File: config.mk
export PLATFORM = sky130hd
export DESIGN_NAME = alu_seq
export DESIGN_NICKNAME = d
export VERILOG_FILES = /design/src/rtl/alu_seq_pkg.sv /design/src/rtl/alu_seq_shifter.sv /design/src/rtl/alu_seq.sv
export SDC_FILE = /design/constraint.sdc
export NUM_CORES = 1
export LEC_CHECK = 0
export CORE_UTILIZATION = 45
export DETAILED_ROUTE_END_ITERATION = 10
export GPL_TIMING_DRIVEN = 1
export PLACE_DENSITY_LB_ADDON = 0.12
export SLEW_MARGIN = 10
export SYNTH_ARGS = -nofsm -noshare
export SYNTH_HDL_FRONTEND = slang
export SYNTH_SLANG_ARGS = --single-unit
File: constraint.sdc
create_clock -name clk -period 2.4 [get_ports clk]
set_input_delay 0.36 -clock clk [delete_from_list [all_inputs] [get_ports clk]]
set_output_delay 0.36 -clock clk [all_outputs]
set_load 0.02 [all_outputs]
File: src/rtl/alu_seq_pkg.sv
// Opcode constants, FSM state encoding and flag bundle for alu_seq.
package alu_seq_pkg;

  localparam logic [4:0] OP_MOVE = 5'b00000;
  localparam logic [4:0] OP_ADD  = 5'b00001;
  localparam logic [4:0] OP_SUB  = 5'b00010;
  localparam logic [4:0] OP_AND  = 5'b00011;
  localparam logic [4:0] OP_XOR  = 5'b00100;
  localparam logic [4:0] OP_DIFF = 5'b00101;
  localparam logic [4:0] OP_SRL  = 5'b01000;
  localparam logic [4:0] OP_SRA  = 5'b01001;
  localparam logic [4:0] OP_SLL  = 5'b01010;

  typedef enum logic [1:0] {
    ST_IDLE  = 2'd0,
    ST_SHIFT = 2'd1,
    ST_DONE  = 2'd2
  } state_t;

  typedef struct packed {
    logic carry;
    logic zero;
    logic illegal;
  } flags_t;

  function automatic logic is_shift(input logic [4:0] op);
    return (op == OP_SRL) || (op == OP_SRA) || (op == OP_SLL);
  endfunction

endpackage

File: src/rtl/alu_seq_shifter.sv
// Shift unit: one-bit step (default) or full barrel shift when ALU_SEQ_BARREL_EN is defined.
// Purely combinational; kind = op[1:0] (00 SRL, 01 SRA, 10 SLL).
module alu_seq_shifter #(
  parameter int WIDTH = 32,
  parameter int SHW   = $clog2(WIDTH)
) (
  input  logic [WIDTH-1:0] din,
`ifdef ALU_SEQ_BARREL_EN
  input  logic [SHW-1:0]   amt,
`endif
  input  logic [1:0]       kind,
  output logic [WIDTH-1:0] dout
);

`ifdef ALU_SEQ_BARREL_EN
  always_comb begin
    dout = din >> amt;
    case (kind)
      2'b01:   dout = $signed(din) >>> amt;
      2'b10:   dout = din << amt;
      default: dout = din >> amt;
    endcase
  end
`else
  always_comb begin
    dout = {1'b0, din[WIDTH-1:1]};
    case (kind)
      2'b01:   dout = {din[WIDTH-1], din[WIDTH-1:1]};
      2'b10:   dout = {din[WIDTH-2:0], 1'b0};
      default: dout = {1'b0, din[WIDTH-1:1]};
    endcase
  end
`endif

endmodule

File: src/rtl/alu_seq.sv
// Sequential ALU with valid/ready handshakes; ALU_SEQ_BARREL_EN selects single-cycle shifts.
// Latency: 1 cycle, or 1 + shift amount for iterative shifts.
// Backpressure: in_ready only in IDLE; result held in DONE until out_ready.
module alu_seq
  import alu_seq_pkg::*;
#(
  parameter int WIDTH = 32,
  parameter int SHW   = $clog2(WIDTH)
) (
  input  logic             clk,
  input  logic             rst,
  input  logic             in_valid,
  output logic             in_ready,
  input  logic [WIDTH-1:0] a,
  input  logic [WIDTH-1:0] b,
  input  logic [4:0]       op,
  output logic             out_valid,
  input  logic             out_ready,
  output logic [WIDTH-1:0] result,
  output logic             carry,
  output logic             zero,
  output logic             illegal
);

  state_t           state_q, state_d;
  logic [WIDTH-1:0] result_q;
  flags_t           flags_q;

  logic [SHW-1:0]   amt;
  logic [WIDTH-1:0] b_eff, xab, diff_res, alu_res, shf_out, shf_res;
  logic [WIDTH:0]   sum;
  logic             alu_carry, alu_illegal;
  logic             accept, go_shift, shift_last;

  assign amt    = b[SHW-1:0];
  assign accept = (state_q == ST_IDLE) && in_valid;

`ifdef ALU_SEQ_BARREL_EN
  alu_seq_shifter #(.WIDTH(WIDTH), .SHW(SHW)) u_shifter (
    .din  (a),
    .amt  (amt),
    .kind (op[1:0]),
    .dout (shf_out)
  );
  assign shf_res    = shf_out;
  assign go_shift   = 1'b0;
  assign shift_last = 1'b1;
`else
  logic [WIDTH-1:0] work_q;
  logic [SHW-1:0]   cnt_q;
  logic [1:0]       kind_q;

  alu_seq_shifter #(.WIDTH(WIDTH), .SHW(SHW)) u_shifter (
    .din  (work_q),
    .kind (kind_q),
    .dout (shf_out)
  );
  // A zero-amount shift is a plain move of A.
  assign shf_res    = a;
  assign go_shift   = is_shift(op) && (amt != '0);
  assign shift_last = (cnt_q == SHW'(1));
`endif

  assign b_eff = (op == OP_SUB) ? ~b : b;
  assign sum   = {1'b0, a} + {1'b0, b_eff} + {{WIDTH{1'b0}}, (op == OP_SUB)};
  assign xab   = a ^ b;

  // Scan high to low so the lowest set bit wins.
  always_comb begin
    diff_res = '1;
    for (int i = WIDTH - 1; i >= 0; i--) begin
      if (xab[i]) diff_res = WIDTH'(i);
    end
  end

  always_comb begin
    alu_res     = '0;
    alu_carry   = 1'b0;
    alu_illegal = 1'b0;
    case (op)
      OP_MOVE:                alu_res = a;
      OP_ADD, OP_SUB:         {alu_carry, alu_res} = sum;
      OP_AND:                 alu_res = a & b;
      OP_XOR:                 alu_res = xab;
      OP_DIFF:                alu_res = diff_res;
      OP_SRL, OP_SRA, OP_SLL: alu_res = shf_res;
      default:                alu_illegal = 1'b1;
    endcase
  end

  always_ff @(posedge clk or posedge rst) begin
    if (rst) state_q <= ST_IDLE;
    else     state_q <= state_d;
  end

  always_comb begin
    state_d = state_q;
    case (state_q)
      ST_IDLE:  if (in_valid) state_d = go_shift ? ST_SHIFT : ST_DONE;
      ST_SHIFT: if (shift_last) state_d = ST_DONE;
      ST_DONE:  if (out_ready) state_d = ST_IDLE;
      default:  state_d = ST_IDLE;
    endcase
  end

  always_ff @(posedge clk or posedge rst) begin
    if (rst) begin
      result_q <= '0;
      flags_q  <= '0;
`ifndef ALU_SEQ_BARREL_EN
      work_q   <= '0;
      cnt_q    <= '0;
      kind_q   <= '0;
`endif
    end else begin
`ifndef ALU_SEQ_BARREL_EN
      if (accept && go_shift) begin
        work_q <= a;
        cnt_q  <= amt;
        kind_q <= op[1:0];
      end
      if (state_q == ST_SHIFT) begin
        work_q <= shf_out;
        cnt_q  <= cnt_q - SHW'(1);
        if (shift_last) begin
          result_q <= shf_out;
          flags_q  <= flags_t'{carry: 1'b0, zero: (shf_out == '0), illegal: 1'b0};
        end
      end
`endif
      if (accept && !go_shift) begin
        result_q <= alu_res;
        flags_q  <= flags_t'{carry: alu_carry, zero: (alu_res == '0), illegal: alu_illegal};
      end
    end
  end

  assign in_ready  = (state_q == ST_IDLE);
  assign out_valid = (state_q == ST_DONE);
  assign result    = result_q;
  assign carry     = flags_q.carry;
  assign zero      = flags_q.zero;
  assign illegal   = flags_q.illegal;

endmodule

==> PnR_summary.wiki, run 1 <==
{| class="wikitable"
! Metric !! Value
|-
| Initial antenna violation count || 1
|-
| CTS tree || built
|-
| GPL Wtd Cong || 0.994
|-
| Cells after DPL || 1650
|-
| Power per Cell Area || 683 mW/mm^2
|-
| Gr ovfl total || 0
|-
| Commonest cells post-synth || 206 x sky130_fd_sc_hd__nand2_1, 91 x sky130_fd_sc_hd__o21ai_0, 76 x sky130_fd_sc_hd__dfrtp_1, 70 x sky130_fd_sc_hd__nor2_1, 67 x sky130_fd_sc_hd__ha_1
|-
| Number of standard-cell rows in the floorplan || 48
|-
| Root cell of the clock tree || sky130_fd_sc_hd__clkbuf_16
|-
| Most common cell in the netlist || sky130_fd_sc_hd__nand2_1
|-
| NumNets Final || 1640
|-
| Unrepaired setup endpoints after global routing || yes
|-
| Longest Clk Path Bufs || 2
|-
| Data required time of the worst path || 2.64 ns
|-
| Violations in the final reports || negative setup slack
|-
| Final Util || 0.801
|-
| Number of buffers inserted for hold repair after clock tree synthesis || 0
|-
| Proportion of synthesized chip area in sequential cells || 0.240
|-
| Total routed wirelength || 39.8 mm
|-
| Number of warnings reported in the yosys synthesis log || 0
|-
| Achievable clock frequency || 241 MHz
|-
| Starting utilization of the core area || 0.460
|-
| Layout Area Growth over Synthesis || 74.2%
|-
| Initial detailed-routing violation count || 1786
|-
| Worst hold slack || 0.411 ns
|-
| Input/output buffers || 109
|-
| Clk sink count || 76
|-
| Full die area || 0.0182 sq mm
|-
| Final worst path period share || 1.73
|-
| Peak fanout along the critical path || 7
|-
| FFs w/ async S/R, synth || 1.00
|-
| Design internal power || 5.48 mW
|-
| Synthesis-stage register bit count || 76
|-
| Average vias per placed instance || 6.44
|-
| Outcome || complete, but fails checks
|-
| Worst vdd rail ir drop || 0.908 mV
|-
| Wire length of the first global-routing pass || 53.3 mm
|-
| Post-DRT Antenna Nets || 0
|-
| Setup WS post-layout || -1.74 ns
|-
| HPWL reported at the end of detailed placement || 24.9 mm
|-
| Combinational Power Share || 0.623
|-
| H-tree levels || 3
|-
| DRC Markers || 0
|-
| Hold Violations, Final || 0
|-
| Overall routing resource usage || 0.378
|-
| I/O Pins || 110
|-
| Fraction of final layout cells with drive strength greater than 1 || 0.397
|-
| Die height || 135 microns
|-
| Sort of element at the end of the critical path || register
|-
| CTS Buf Count || 9
|-
| Cell variety after synth || 84
|-
| Number of detailed-route iterations in the first pass || 7
|-
| Final worst clock skew || 0.00717 ns
|-
| Total Neg Setup Slack || -29.02 ns
|-
| Switch Pwr || 3.96 mW
|-
| Most area-hungry cell type in the Yosys netlist || sky130_fd_sc_hd__dfrtp_1
|-
| Main flop type after synthesis || sky130_fd_sc_hd__dfrtp_1
|-
| Vias in the first global route || 9889
|-
| Leakage dissipation || 6.34 nW
|-
| Max Slew Vio Count || 0
|-
| Width of the die || 135 microns
|-
| Routed vias || 11.1k
|-
| Number of standard cells after synthesis || 1038
|-
| Area of the core || 0.0172 sq mm
|-
| Pin slew with the least headroom to its limit || 0.549 ns
|-
| Finish-stage setup viols || 31
|-
| Cell area after synthesis || 0.00793 sq mm
|-
| Relative contribution of sequential cells to total power || 0.232
|-
| Start-to-end type of the worst setup path || input port to register
|-
| Power share of the clock group || 0.145
|-
| Net switching share of the total power || 0.419
|-
| Worst rel slew slack || 0.630
|-
| Share of the synthesized area in the top cell type || 0.240
|-
| Post-layout instance count excluding filler cells || 1729
|-
| Max-capacitance violation count || 0
|-
| Crit path launch type || input port
|-
| Arrival time reported for the critical path endpoint || 4.38 ns
|-
| Register clock-pin slew on the reported worst setup and hold paths || 0.06 ns
|-
| Number of enable-type register cells in the synthesized netlist || 0
|-
| Type of the worst min-delay path || input port to asynchronous set/reset pin
|-
| # fillers || 1097
|-
| Avg WL per Cell || 23.0 microns
|-
| Pin count of the biggest net entering global routing || 77
|-
| Net count of the mapped netlist || 1179
|-
| Tmin final || 4.14 ns
|-
| Synth top area cells || sky130_fd_sc_hd__dfrtp_1 24%, sky130_fd_sc_hd__ha_1 11%, sky130_fd_sc_hd__nand2_1 9.8%
|-
| Diodes inserted || 0
|-
| Worst skew pair latency || 0.34 ns
|-
| Average cell area after synthesis || 7.64 sq um
|}
[power by group through the flow]
stage               registers (mW)  logic, mW  clock network, mW
finish                        2.18       5.88               1.37
global route                  2.22       6.25               1.42
CTS                           2.16       5.32               1.37
detailed placement            2.18       4.96                  0
global placement              2.17       4.85                  0
floorplan                     2.29       2.34                  0
[per-layer routing]
layer | wire (microns) | track usage
met4 | 2240 | 0.112
met2 | 17900 | 0.599
met3 | 4390 | 0.0364
met1 | 15300 | 0.543
met5 | 0 | 0
[cell type report]
cell class / count / area, sq um / share of cell area
Multi-Input combinational cell: 872 / 6730 / 0.488
Clock buffer: 10 / 239 / 0.0173
Timing Repair Buffer: 512 / 4490 / 0.325
Sequential cell: 76 / 1900 / 0.138
Clock inverter: 6 / 63.8 / 0.00462
Inverter: 28 / 105 / 0.00761
Tap cell: 225 / 282 / 0.0204
[repair_timing]
action                     4_1_cts  5_1_grt
resized for setup              193      120
hold endpoints to repair         0        0
setup endpoints to repair       59       69
pin swaps                       80       76
gates cloned                     1        2
buffers inserted                51       25
[layout by cell type (no fill, tap or decap), drive strengths merged, types with 11 or more instances in the layout]
cell type      Yosys  final
a21oi             55     55
nand4             20     20
o21ai             96     96
dfrtp             76     76
and3              11     11
a211oi            17     17
inv               28     28
a22oi             33     33
clkbuf            40     13
ha                67     67
a222oi            24     24
dlygate4sd2        0     15
a21o              16     16
nor4              17     17
nand3             17     17
nor3              21     21
xnor2             35     35
nand2            206    206
clkdlybuf4s50      0     82
nor2              70     70
o211ai            24     24
buf               22    403
[final timing paths]
kind | cells past startpoint | slack [ns] | start | end
min in group clk | 4 | 0.47 | op[2] | illegal
hold / removal | 3 | 0.41 | rst | cnt_q[4]
max in group asynchronous | 3 | 1.62 | rst | result[19]
hold reg to reg | 2 | 0.50 | illegal | illegal
setup reg to reg | 13 | -0.46 | kind_q[0] | zero
setup / recovery | 19 | -1.74 | op[3] | zero
[stage by stage]
| step | power, mW | area, sq um | worst slack (ns) |
|---|---|---|---|
| floorplan | 4.63 | 8040 | -1.44 |
| global placement | 7.02 | 11700 | -2.04 |
| detailed placement | 7.14 | 11700 | -2.18 |
| CTS | 8.85 | 13100 | -1.54 |
| global route | 9.90 | 13800 | -1.92 |
| finish | 9.43 | 13800 | -1.74 |
[worst max-delay path, stage by stage]
cell	delay, ns
sky130_fd_sc_hd__buf_8	0.10
sky130_fd_sc_hd__nor3_4	0.17
sky130_fd_sc_hd__nand3b_1	0.18
sky130_fd_sc_hd__buf_12	0.19
sky130_fd_sc_hd__buf_12	0.12
sky130_fd_sc_hd__buf_12	0.14
sky130_fd_sc_hd__xnor2_1	0.12
sky130_fd_sc_hd__ha_1	0.37
sky130_fd_sc_hd__a21oi_2	0.30
sky130_fd_sc_hd__o211ai_1	0.18
sky130_fd_sc_hd__nand4_1	0.20
sky130_fd_sc_hd__a31o_1	0.21
sky130_fd_sc_hd__a31oi_4	0.05
sky130_fd_sc_hd__buf_4	0.15
sky130_fd_sc_hd__o41a_1	0.46
sky130_fd_sc_hd__a21oi_2	0.23
sky130_fd_sc_hd__o41ai_1	0.10
sky130_fd_sc_hd__or3b_2	0.46
sky130_fd_sc_hd__o41ai_2	0.27
[flip-flops by register name (all words and copies together) (netlist names)]
signal	count
kind_q	2
state_q	2
carry	1
illegal	1
work_q	32
cnt_q	5
result	32
zero	1
[kinds of logic after synthesis]
logic type      synth area share
fa+ha+maj                  0.110
xor+xnor                  0.0453
flops                      0.240
buf+inv                   0.0529
mux                      0.00884
simple gates               0.243
compound gates             0.300
(Power assumes the default switching activity.)
==> inputs of run 2 (changes only) <==
--- a/config.mk
+++ b/config.mk
@@ -7,6 +7,7 @@
 export LEC_CHECK = 0
 export CORE_UTILIZATION = 45
 export DETAILED_ROUTE_END_ITERATION = 10
+export GPL_ROUTABILITY_DRIVEN = 0
 export GPL_TIMING_DRIVEN = 1
 export PLACE_DENSITY_LB_ADDON = 0.12
 export SLEW_MARGIN = 10
==> run 2 against run 1 <==
The run still ends with negative setup slack left. Setup slack better by 0.053 ns. Register-to-register slack better by 0.17 ns. Final area down 0.13%. Die area unchanged. Count of clock-buffer cells in the layout up 3. Cell count down 0.46%. Power down 1.8%. Clock power about the same. Critical path depth unchanged. Hold slack better by 0.022 ns. Critical path type unchanged. Largest power group unchanged. Highest routed layer unchanged.
==> PnR_summary.wiki, run 2 (synthesis gave the netlist of run 1 again) <==
{| class="wikitable"
! Metric !! Value
|-
| Avg WL per Cell || 22.5 microns (-2.1%)
|-
| Cell area after layout || 0.0138 sq mm (-0.13%)
|-
| Data required time of the worst path || 2.63 ns (about the same)
|-
| Outcome || complete, but fails checks
|-
| Number of buffers inserted for hold repair after clock tree synthesis || 0 (unchanged)
|-
| Worst setup slack for register-to-register paths || -0.29 ns (+0.17 ns)
|-
| Net switching share of the total power || 0.414 (-0.00514)
|-
| Root cell of the clock tree || sky130_fd_sc_hd__clkbuf_16
|-
| DRC Markers || 0 (unchanged)
|-
| Width of the die || 135 microns (unchanged)
|-
| Setup WS post-layout || -1.69 ns (+0.0533 ns)
|-
| HPWL reported at the end of detailed placement || 24.4 mm (-2.0%)
|-
| CTS tree || built
|-
| Pin slew with the least headroom to its limit || 0.529 ns (-0.0204 ns)
|-
| Area of the core || 0.0172 sq mm (unchanged)
|-
| Power per Cell Area || 672 mW/mm^2 (-1.6%)
|-
| Crit path launch type || input port
|-
| Worst flop-to-flop path startpoint || kind_q[0]
|-
| Starting utilization of the core area || 0.460 (unchanged)
|-
| Final worst path period share || 1.70 (-0.0222)
|-
| Arrival time reported for the critical path endpoint || 4.32 ns (-0.06 ns)
|-
| I/O Pins || 110 (unchanged)
|-
| Total Neg Setup Slack || -25.19 ns (+3.83 ns)
|-
| Design internal power || 5.43 mW (-0.90%)
|-
| Fraction of final layout cells with drive strength greater than 1 || 0.398 (+0.00132)
|-
| Top library cells by usage in the layout, fill and taps aside || 343 x sky130_fd_sc_hd__buf_4, 191 x sky130_fd_sc_hd__nand2_1, 76 x sky130_fd_sc_hd__dfrtp_1
|-
| Initial detailed-routing violation count || 1778 (-0.45%)
|-
| Clk sink count || 76 (unchanged)
|-
| Register clock-pin slew on the reported worst setup and hold paths || 0.06 ns (about the same)
|-
| Finish-stage setup viols || 32 (+3.2%)
|-
| Pre-CTS setup slack || -2.23 ns (-0.0495 ns)
|-
| H-tree levels || 3 (unchanged)
|-
| Total routed wirelength || 38.8 mm (-2.5%)
|-
| Overall Power || 9.27 mW (-1.8%)
|-
| Final worst clock skew || 0.00655 ns (-0.000623 ns)
|-
| Achievable clock frequency || 244 MHz (+1.3%)
|-
| Combinational Power Share || 0.619 (-0.004)
|-
| Layout Area Growth over Synthesis || 74.0%
|-
| Vias in the first global route || 9820 (-0.70%)
|-
| Start-to-end type of the worst setup path || input port to register
|-
| Overall routing resource usage || 0.366 (-0.0121)
|-
| Pin count of the biggest net entering global routing || 77 (unchanged)
|-
| Number of standard-cell rows in the floorplan || 48 (unchanged)
|-
| Peak fanout along the critical path || 8 (+1)
|-
| Longest Clk Path Bufs || 2 (unchanged)
|-
| Gr ovfl total || 0 (unchanged)
|-
| Sort of element at the end of the critical path || register
|-
| Post-DRT Antenna Nets || 0 (unchanged)
|-
| Area of combinational cells with multiple inputs || 0.00684 sq mm (+1.5%)
|-
| Die height || 135 microns (unchanged)
|-
| Hold Violations, Final || 0 (unchanged)
|-
| Input/output buffers || 109 (unchanged)
|-
| Tmin final || 4.09 ns (-0.0533 ns)
|-
| Average vias per placed instance || 6.46 (+0.30%)
|-
| Cells after DPL || 1649 (-0.061%)
|-
| Full die area || 0.0182 sq mm (unchanged)
|-
| Leakage dissipation || 6.36 nW (+0.22%)
|-
| Unrepaired setup endpoints after global routing || yes
|-
| Post-layout instance count excluding filler cells || 1721 (-0.46%)
|-
| Relative contribution of sequential cells to total power || 0.236 (+0.004)
|-
| Register area || 0.00190 sq mm (unchanged)
|-
| Type of the worst min-delay path || input port to asynchronous set/reset pin
|-
| Power share of the clock group || 0.144 (about the same)
|-
| Initial antenna violation count || 1 (unchanged)
|-
| Depth of the worst register-to-register path || 12 (-1)
|-
| Switch Pwr || 3.84 mW (-3.0%)
|-
| Worst skew pair latency || 0.34 ns (about the same)
|-
| Wire length of the first global-routing pass || 51.6 mm (-3.2%)
|-
| NumNets Final || 1631 (-0.55%)
|-
| Max Slew Vio Count || 0 (unchanged)
|-
| Routed vias || 11.1k (-0.16%)
|-
| CTS Buf Count || 9 (unchanged)
|-
| Violations in the final reports || negative setup slack
|-
| Most common library cell in the layout ignoring fill and taps || sky130_fd_sc_hd__buf_4
|-
| Number of detailed-route iterations in the first pass || 10 (+3)
|-
| Max-capacitance violation count || 0 (unchanged)
|-
| Capturing point of the worst reg2reg path || zero
|-
| Placement Cell Area || 0.0117 sq mm (+0.15%)
|-
| Worst vdd rail ir drop || 0.737 mV (-19%)
|-
| # fillers || 1023 (-6.7%)
|-
| Worst rel slew slack || 0.645 (+0.0148)
|}
## run 2: area by class of cell
class	instances	area share
clock inverters	2	0.00254
multi-input cells	873	0.496
diodes	2	0.000363
inverters	28	0.00780
well taps	225	0.0204
clock buffers	13	0.0181
flip-flops and latches	76	0.138
repair buffers	502	0.317
## run 2: repair_timing
item                       4_1_cts  5_1_grt
pin swaps                       63       95
gates cloned                     2        3
setup buffers                   33       33
setup endpoints to repair       65       68
gates resized for setup        171      157
## run 2: per-layer routing
layer	up-vias	track usage	wire length [microns]
met3	255	0.0616	4860
met2	926	0.568	17100
met5	-	0	0
met1	5138	0.499	14300
met4	0	0.160	2570
li1	4794	-	-
## run 2: worst max-delay path by stage
stage          slack [ns]  endpoint  startpoint  cells after the start
2_1_floorplan       -1.44      zero       op[4]                     17
5_1_grt             -1.89      zero       op[2]                     18
4_1_cts             -1.63      zero       op[3]                     18
3_3_place_gp        -2.05      zero       op[4]                     17
6_report            -1.69      zero       op[2]                     19
3_5_place_dp        -2.23      zero       op[4]                     17
## run 2: metrics by stage
step | hold slack [ns] | utilization
after floorplan | 0.493 | -
after CTS | 0.456 | 0.745
final | 0.432 | 0.800
after detailed placement | 0.512 | 0.681
after global placement | 0.485 | 0.681
after global routing | 0.472 | 0.800
## run 2: critical path, stage by stage
cell	delay, ns
sky130_fd_sc_hd__buf_8	0.10
sky130_fd_sc_hd__nor3_4	0.18
sky130_fd_sc_hd__nand3b_1	0.22
sky130_fd_sc_hd__buf_12	0.23
sky130_fd_sc_hd__buf_12	0.14
sky130_fd_sc_hd__buf_12	0.14
sky130_fd_sc_hd__buf_8	0.13
sky130_fd_sc_hd__xnor2_2	0.12
sky130_fd_sc_hd__ha_1	0.33
sky130_fd_sc_hd__and3_4	0.20
sky130_fd_sc_hd__a31oi_1	0.14
sky130_fd_sc_hd__a31o_1	0.21
sky130_fd_sc_hd__a31oi_4	0.05
sky130_fd_sc_hd__or3_1	0.38
sky130_fd_sc_hd__a31o_1	0.24
sky130_fd_sc_hd__or4_4	0.57
sky130_fd_sc_hd__nor3_4	0.13
sky130_fd_sc_hd__nand4_1	0.12
sky130_fd_sc_hd__o41ai_2	0.31
## run 2: power by group through the flow
stage,clock [mW],combinational (mW),sequential [mW]
floorplan,0,2.34,2.29
global placement,0,4.84,2.17
detailed placement,0,4.93,2.18
CTS,1.34,5.21,2.16
global route,1.39,6.10,2.24
finish,1.34,5.74,2.19
